$ cat config.mk
export PLATFORM = sky130hd
export DESIGN_NAME = bkg_write_scheduler
export DESIGN_NICKNAME = d
export VERILOG_FILES = /design/src/rtl/bkg_write_scheduler.sv
export SDC_FILE = /design/constraint.sdc
export NUM_CORES = 1
export LEC_CHECK = 0
export CORE_AREA = 4 4 142 144
export DETAILED_ROUTE_END_ITERATION = 10
export DIE_AREA = 0 0 146 148
export GPL_ROUTABILITY_DRIVEN = 0
export GPL_TIMING_DRIVEN = 0
export MAX_ROUTING_LAYER = met4
export PLACE_DENSITY = 0.75
export SLEW_MARGIN = 0
export SYNTH_ARGS = -nofsm -noshare
export SYNTH_HDL_FRONTEND = slang
export SYNTH_SLANG_ARGS = --single-unit
$ cat constraint.sdc
create_clock -name Clk -period 4.25 [get_ports Clk]
set_input_delay 0.85 -clock Clk [delete_from_list [all_inputs] [get_ports Clk]]
set_output_delay 0.85 -clock Clk [all_outputs]
set_load 0.1 [all_outputs]
$ cat src/rtl/bkg_write_scheduler.sv
// bkg_write_scheduler: round-robin pixel-write FIFO drained into backgroundRAM in vblank.
// Optional feature macro BKG_WR_COALESCE_EN merges repeat writes to the tail address.
module bkg_write_scheduler #(
  parameter int NUM_REQ  = 4,
  parameter int ADDR_W   = 17,
  parameter int DATA_W   = 5,
  parameter int DEPTH    = 8,
  parameter int MAX_ADDR = 76800
) (
  input  logic                      Clk,
  input  logic                      Reset_n,
  input  logic                      vblank,
  input  logic [NUM_REQ-1:0]        req_valid,
  input  logic [NUM_REQ*ADDR_W-1:0] req_addr,
  input  logic [NUM_REQ*DATA_W-1:0] req_data,
  output logic [NUM_REQ-1:0]        req_ready,
  output logic                      ram_we,
  output logic [ADDR_W-1:0]         ram_write_address,
  output logic [DATA_W-1:0]         ram_data_In,
  output logic [$clog2(DEPTH):0]    fifo_count,
  output logic                      busy,
  output logic                      err_oob
);
  localparam int PW = $clog2(DEPTH);
  localparam int CW = PW + 1;
  localparam int RW = (NUM_REQ > 1) ? $clog2(NUM_REQ) : 1;
  localparam logic [ADDR_W:0] MAX_A = (ADDR_W+1)'(MAX_ADDR);

  typedef enum logic {IDLE, DRAIN} state_e;

  state_e            state_q, state_d;
  logic [ADDR_W-1:0] mem_addr_q [DEPTH];
  logic [DATA_W-1:0] mem_data_q [DEPTH];
  logic [PW-1:0]     head_q, tail_q, tail_last;
  logic [CW-1:0]     count_q, count_d;
  logic [RW-1:0]     rr_q, win;
  logic              found, empty, full, pop;
  logic              accept, oob, merge, push;
  logic [ADDR_W-1:0] sel_addr;
  logic [DATA_W-1:0] sel_data;
  logic              we_q, err_q;
  logic [ADDR_W-1:0] wa_q;
  logic [DATA_W-1:0] wd_q;

  function automatic logic [RW-1:0] rr_idx(input logic [RW-1:0] base, input int k);
    int s;
    s = int'(base) + k;
    if (s >= NUM_REQ) s = s - NUM_REQ;
    return RW'(s);
  endfunction

  assign empty     = (count_q == '0);
  assign full      = (count_q == CW'(DEPTH));
  assign pop       = (state_q == DRAIN) && vblank && !empty;
  assign tail_last = tail_q - 1'b1;

  // round-robin scan starting at rr_q, first valid requester wins
  always_comb begin
    found = 1'b0;
    win   = '0;
    for (int k = 0; k < NUM_REQ; k++) begin
      if (!found && req_valid[rr_idx(rr_q, k)]) begin
        found = 1'b1;
        win   = rr_idx(rr_q, k);
      end
    end
  end

  assign sel_addr  = req_addr[win*ADDR_W +: ADDR_W];
  assign sel_data  = req_data[win*DATA_W +: DATA_W];
  assign accept    = Reset_n && found && (!full || pop);
  assign req_ready = accept ? (NUM_REQ'(1) << win) : '0;
  assign oob       = ({1'b0, sel_addr} >= MAX_A);

`ifdef BKG_WR_COALESCE_EN
  // newest entry sits at tail-1; it is the popped one only when it is alone
  assign merge = accept && !oob && !empty
              && !(pop && count_q == CW'(1))
              && (mem_addr_q[tail_last] == sel_addr);
`else
  assign merge = 1'b0;
`endif

  assign push = accept && !oob && !merge;

  // occupancy next-state; push and pop together leave it unchanged
  always_comb begin
    count_d = count_q;
    if (push && !pop)      count_d = count_q + 1'b1;
    else if (pop && !push) count_d = count_q - 1'b1;
  end

  // FIFO storage, no reset needed since reads are gated by occupancy
  always_ff @(posedge Clk) begin
    if (push) begin
      mem_addr_q[tail_q] <= sel_addr;
      mem_data_q[tail_q] <= sel_data;
    end else if (merge) begin
      mem_data_q[tail_last] <= sel_data;
    end
  end

  // FIFO pointers, occupancy, arbiter pointer and sticky error
  always_ff @(posedge Clk or negedge Reset_n) begin
    if (!Reset_n) begin
      head_q  <= '0;
      tail_q  <= '0;
      count_q <= '0;
      rr_q    <= '0;
      err_q   <= 1'b0;
    end else begin
      count_q <= count_d;
      if (push) tail_q <= tail_q + 1'b1;
      if (pop)  head_q <= head_q + 1'b1;
      if (accept) begin
        rr_q <= (win == RW'(NUM_REQ-1)) ? '0 : win + 1'b1;
        if (oob) err_q <= 1'b1;
      end
    end
  end

  // state register
  always_ff @(posedge Clk or negedge Reset_n) begin
    if (!Reset_n) state_q <= IDLE;
    else          state_q <= state_d;
  end

  // drain only in vblank; leave as soon as vblank drops or FIFO empties
  always_comb begin
    state_d = state_q;
    unique case (state_q)
      IDLE:  if (vblank && !empty) state_d = DRAIN;
      DRAIN: if (!vblank || count_d == '0) state_d = IDLE;
    endcase
  end

  // popped head is registered onto the RAM port for a one-cycle write
  always_ff @(posedge Clk or negedge Reset_n) begin
    if (!Reset_n) begin
      we_q <= 1'b0;
      wa_q <= '0;
      wd_q <= '0;
    end else begin
      we_q <= pop;
      if (pop) begin
        wa_q <= mem_addr_q[head_q];
        wd_q <= mem_data_q[head_q];
      end
    end
  end

  assign ram_we            = we_q;
  assign ram_write_address = wa_q;
  assign ram_data_In       = wd_q;
  assign fifo_count        = count_q;
  assign busy              = (state_q == DRAIN);
  assign err_oob           = err_q;

endmodule

==> reports/qor.tcl <==
set qor(grtUsageMet2) 0.3961
set qor(grt_use_total) 0.2308
set qor(power.sequential.fraction) 0.349
set qor(clock_insertion_delay_worst_skew_ns) 0.49
set qor(route.detailed.vias_per_inst) 5.990
set qor(power.density_cell_area_mw_per_mm2) 759.7
set qor(grtUsageMet1) 0.2889
set qor(power.net_switching_w) 0.003672
set qor(drt_first_iter_violations) 647
set qor(tritoncts) {yes}
set qor(yosysTopAreaCellShare) 0.5778
set qor(critical_path.cell_chain) {clkdlybuf4s50_1, inv_1, a21o_1, a211oi_2, buf_6, clkbuf_4, ha_1, and2_1, buf_4}
set qor(portBuffers) 127
set qor(final.period_utilization) 0.9712
set qor(netlist_instances) 557
set qor(crit_path_end_kind) {output port}
set qor(layout_commonest_cell) {edfxtp_1}
set qor(sequential_to_total_area_share_from_yosys_stat) 0.6790
set qor(max_freq_mhz) 242.3
set qor(crit_fanout) 11
set qor(clk_path_buf_depth) 3
set qor(total_power_w) 0.009041
set qor(holdBufCountCts) 0
set qor(cts_inserted_buffers) 21
set qor(worst_hold_path_type) {in -> async}
set qor(synth.net_count) 660
set qor(hold_viol) 0
set qor(post_dp_cell_area_mm2) 0.01090
set qor(clk_pin_slew_worst_paths_ns) 0.06
set qor(critical-path-slowest-cell) {clkdlybuf4s50_1}
set qor(nets) 839
set qor(max-slew-margin-rel) 0.2823
set qor(worst_path_largest_cell_delay_ns) 0.63
set qor(setup.worst_path.class) {in -> out}
set qor(drive_gt1_frac) 0.1840
set qor(timing.critical_path.arrival_ns) 3.28
set qor(irDropWorstVdd_uv) 518.7
set qor(synth_top_cells_by_area) {edfxtp_1 58%, mux4_2 11%, dfrtp_1 10%}
set qor(grt_start_max_net_pins) 24
set qor(synthToLayoutAreaGrowth_pct) 30.09
set qor(layout_common_cells) {176 x edfxtp_1, 122 x clkdlybuf4s50_1, 46 x mux2i_1, 44 x mux4_2, 37 x dfrtp_1}
set qor(yosys.cell_types.count) 46
set qor(combined_area_of_all_synthesized_cells_mm2) 0.009148
set qor(worst_slew_pin_slew_ns) 1.076
set qor(die_h_um) 148
set qor(core_rows) 50
set qor(initial_core_utilization) 0.4890
set qor(grt_pass1_vias) 6221
set qor(yosysWarnings) 0
set qor(regToRegSetupSlack_ns) 0.45
set qor(grt_use_met3) 0.03311
set qor(pre_cts_ws_ns) -1.352
set qor(internal_power_w) 0.005368
set qor(finish.utilization) 0.6362
set qor(dpl.hpwl_um) 15030
set qor(report.final.slew_viol_count) 0
set qor(power.share.clock) 0.206
set qor(worstReg2RegStart) {fifo_count[0]$_DFF_PN0_}
set qor(vias) 5894
set qor(antenna_left) 0
set qor(synth.ff_latch_count) 213
set qor(comb_power_share) 0.445
set qor(synthesis.area_per_instance_um2) 16.42
set qor(design.die.area_mm2) 0.02161
set qor(outcome) {finished, final reports clean}
set qor(crit_required_ns) 3.40
set qor(clock_sink_count) 213
set qor(die_width_um) 146
set qor(netlist.top_cell.by_area) {edfxtp_1}
set qor(drt_pre_antenna_iters) 5
set qor(setup.worst_path.start) {req_valid[3]}
set qor(wl_per_cell_um) 24.73
set qor(critical_path.reg2reg.endpoint) {mem_addr_q[5][5]$_DFFE_PP_}
set qor(start_kind) {input pin}
set qor(power.switching_fraction) 0.4062
set qor(ctsHtreeMaxLevel) 1
set qor(fp.coreArea_mm2) 0.01871
set qor(antenna_cells_inserted) 0
set qor(setup_viol) 0
set qor(drv_cap) 0
set qor(postLayoutSetupSlackWorst_ns) 0.1224
set qor(wire_length_of_the_first_global_routing_pass_um) 36760
set qor(finalWirelength_um) 24340
set qor(finalCriticalPeriod_ns) 4.128
set qor(root_buffer) {clkbuf_16}
set qor(skew_ns) 0.01067
set qor(grt-ovfl-total) 0
set qor(global_route.peak_usage_layer) {met2}
set qor(drcViolationCount) 0
set qor(design.portCount) 128
set qor(antenna_found_initial) 0
set qor(setup_tns_ns) 0
set qor(reg2reg_depth) 10
set qor(layout.cell_area.non_filler_mm2) 0.01190
set qor(leakage_power_figure_nw) 4.278
==> how the worst max path moves through the flow <==
stage | endpoint | slack (ns) | cells past startpoint
after CTS | req_ready[1] | 0.007 | 9
after detailed placement | mem_addr_q[6][5]$_DFFE_PP_ | -1.35 | 11
after global placement | mem_addr_q[3][5]$_DFFE_PP_ | -2.46 | 6
final | req_ready[1] | 0.12 | 9
after floorplan | mem_addr_q[2][0]$_DFFE_PP_ | 0.06 | 8
after global routing | mem_addr_q[6][14]$_DFFE_PP_ | -0.02 | 12
==> what timing repair did <==
| action | CTS | global route |
|---|---|---|
| endpoints found under the setup margin | 149 | 134 |
| gates cloned | 4 | 0 |
| setup buffers | 21 | 0 |
| endpoints found under the hold margin | 0 | 0 |
| pin swaps | 11 | 0 |
| resized for setup | 38 | 4 |
==> registers in the layout (all words and copies together), names as in the netlist <==
signal / cells
rr_q: 2
mem_addr_q: 136
ram_write_address: 17
head_q: 3
busy: 1
tail_q: 3
ram_we: 1
ram_data_In: 5
fifo_count: 4
mem_data_q: 40
err_oob: 1
==> cell usage after synthesis (all sizes together) <==
master	count
o211a	1
nand3	16
a211o	2
a31oi	2
a22oi	2
nand2b	3
mux2i	46
a211oi	17
xnor2	5
nor3	3
o311a	1
xor2	2
mux4	44
or3	3
buf	12
o22ai	1
a21boi	1
mux2	3
and2	7
nor2b	2
o31ai	2
o211ai	2
a221oi	2
a21oi	21
clkbuf	20
nor2	9
nand2	32
dfrtp	37
inv	13
a2111oi	1
nor3b	4
ha	8
edfxtp	176
and3	19
a21o	3
o21ai	35
==> metrics by stage <==
step | hold slack [ns] | instances
6_report | 0.3292 | 984
3_3_place_gp | 0.4677 | 918
5_1_grt | 0.3515 | 984
4_1_cts | 0.3321 | 984
3_5_place_dp | 0.4564 | 923
2_1_floorplan | 0.4594 | 557
==> logic make-up after synthesis <==
group / share of synthesized area
DFF: 0.6790
xor gates and xnor gates: 0.006702
buffers and inverters: 0.02052
adders and majority gates: 0.01094
muxes: 0.1624
and+or+nand+nor: 0.05567
AOI/OAI and AO/OA: 0.06483
==> power groups by stage <==
stage          clock network, W  registers, W  logic (W)
3_3_place_gp                  0       0.00315    0.00368
2_1_floorplan                 0       0.00400    0.00187
3_5_place_dp                  0       0.00317    0.00384
5_1_grt                 0.00196       0.00319    0.00426
4_1_cts                 0.00186       0.00314    0.00400
6_report                0.00186       0.00315    0.00402
==> final cells by class <==
cell class	instances	area, µm²
clock inverters	9	73.82
plain buffers	31	142.6
well taps	234	292.8
fillers	1275	6805
multi-input cells	303	2909
clock buffers	28	614.3
inverters	13	52.55
repair buffers	153	1604
flip-flops and latches	213	6211
==> routing by layer <==
metal,vias up,share of wire
met5,-,0
met3,51,0.079
met1,2965,0.38
met4,0,0.029
li1,2560,-
met2,318,0.51
==> worst max-delay path: cells and delay by family <==
family	cells	cell delay, ns
AOI/OAI and AO/OA	2	0.57
adders and majority gates	1	0.17
buffers and inverters	5	1.55
and+or+nand+nor	1	0.13
No activity file was read; power rests on OpenSTA's default activity.
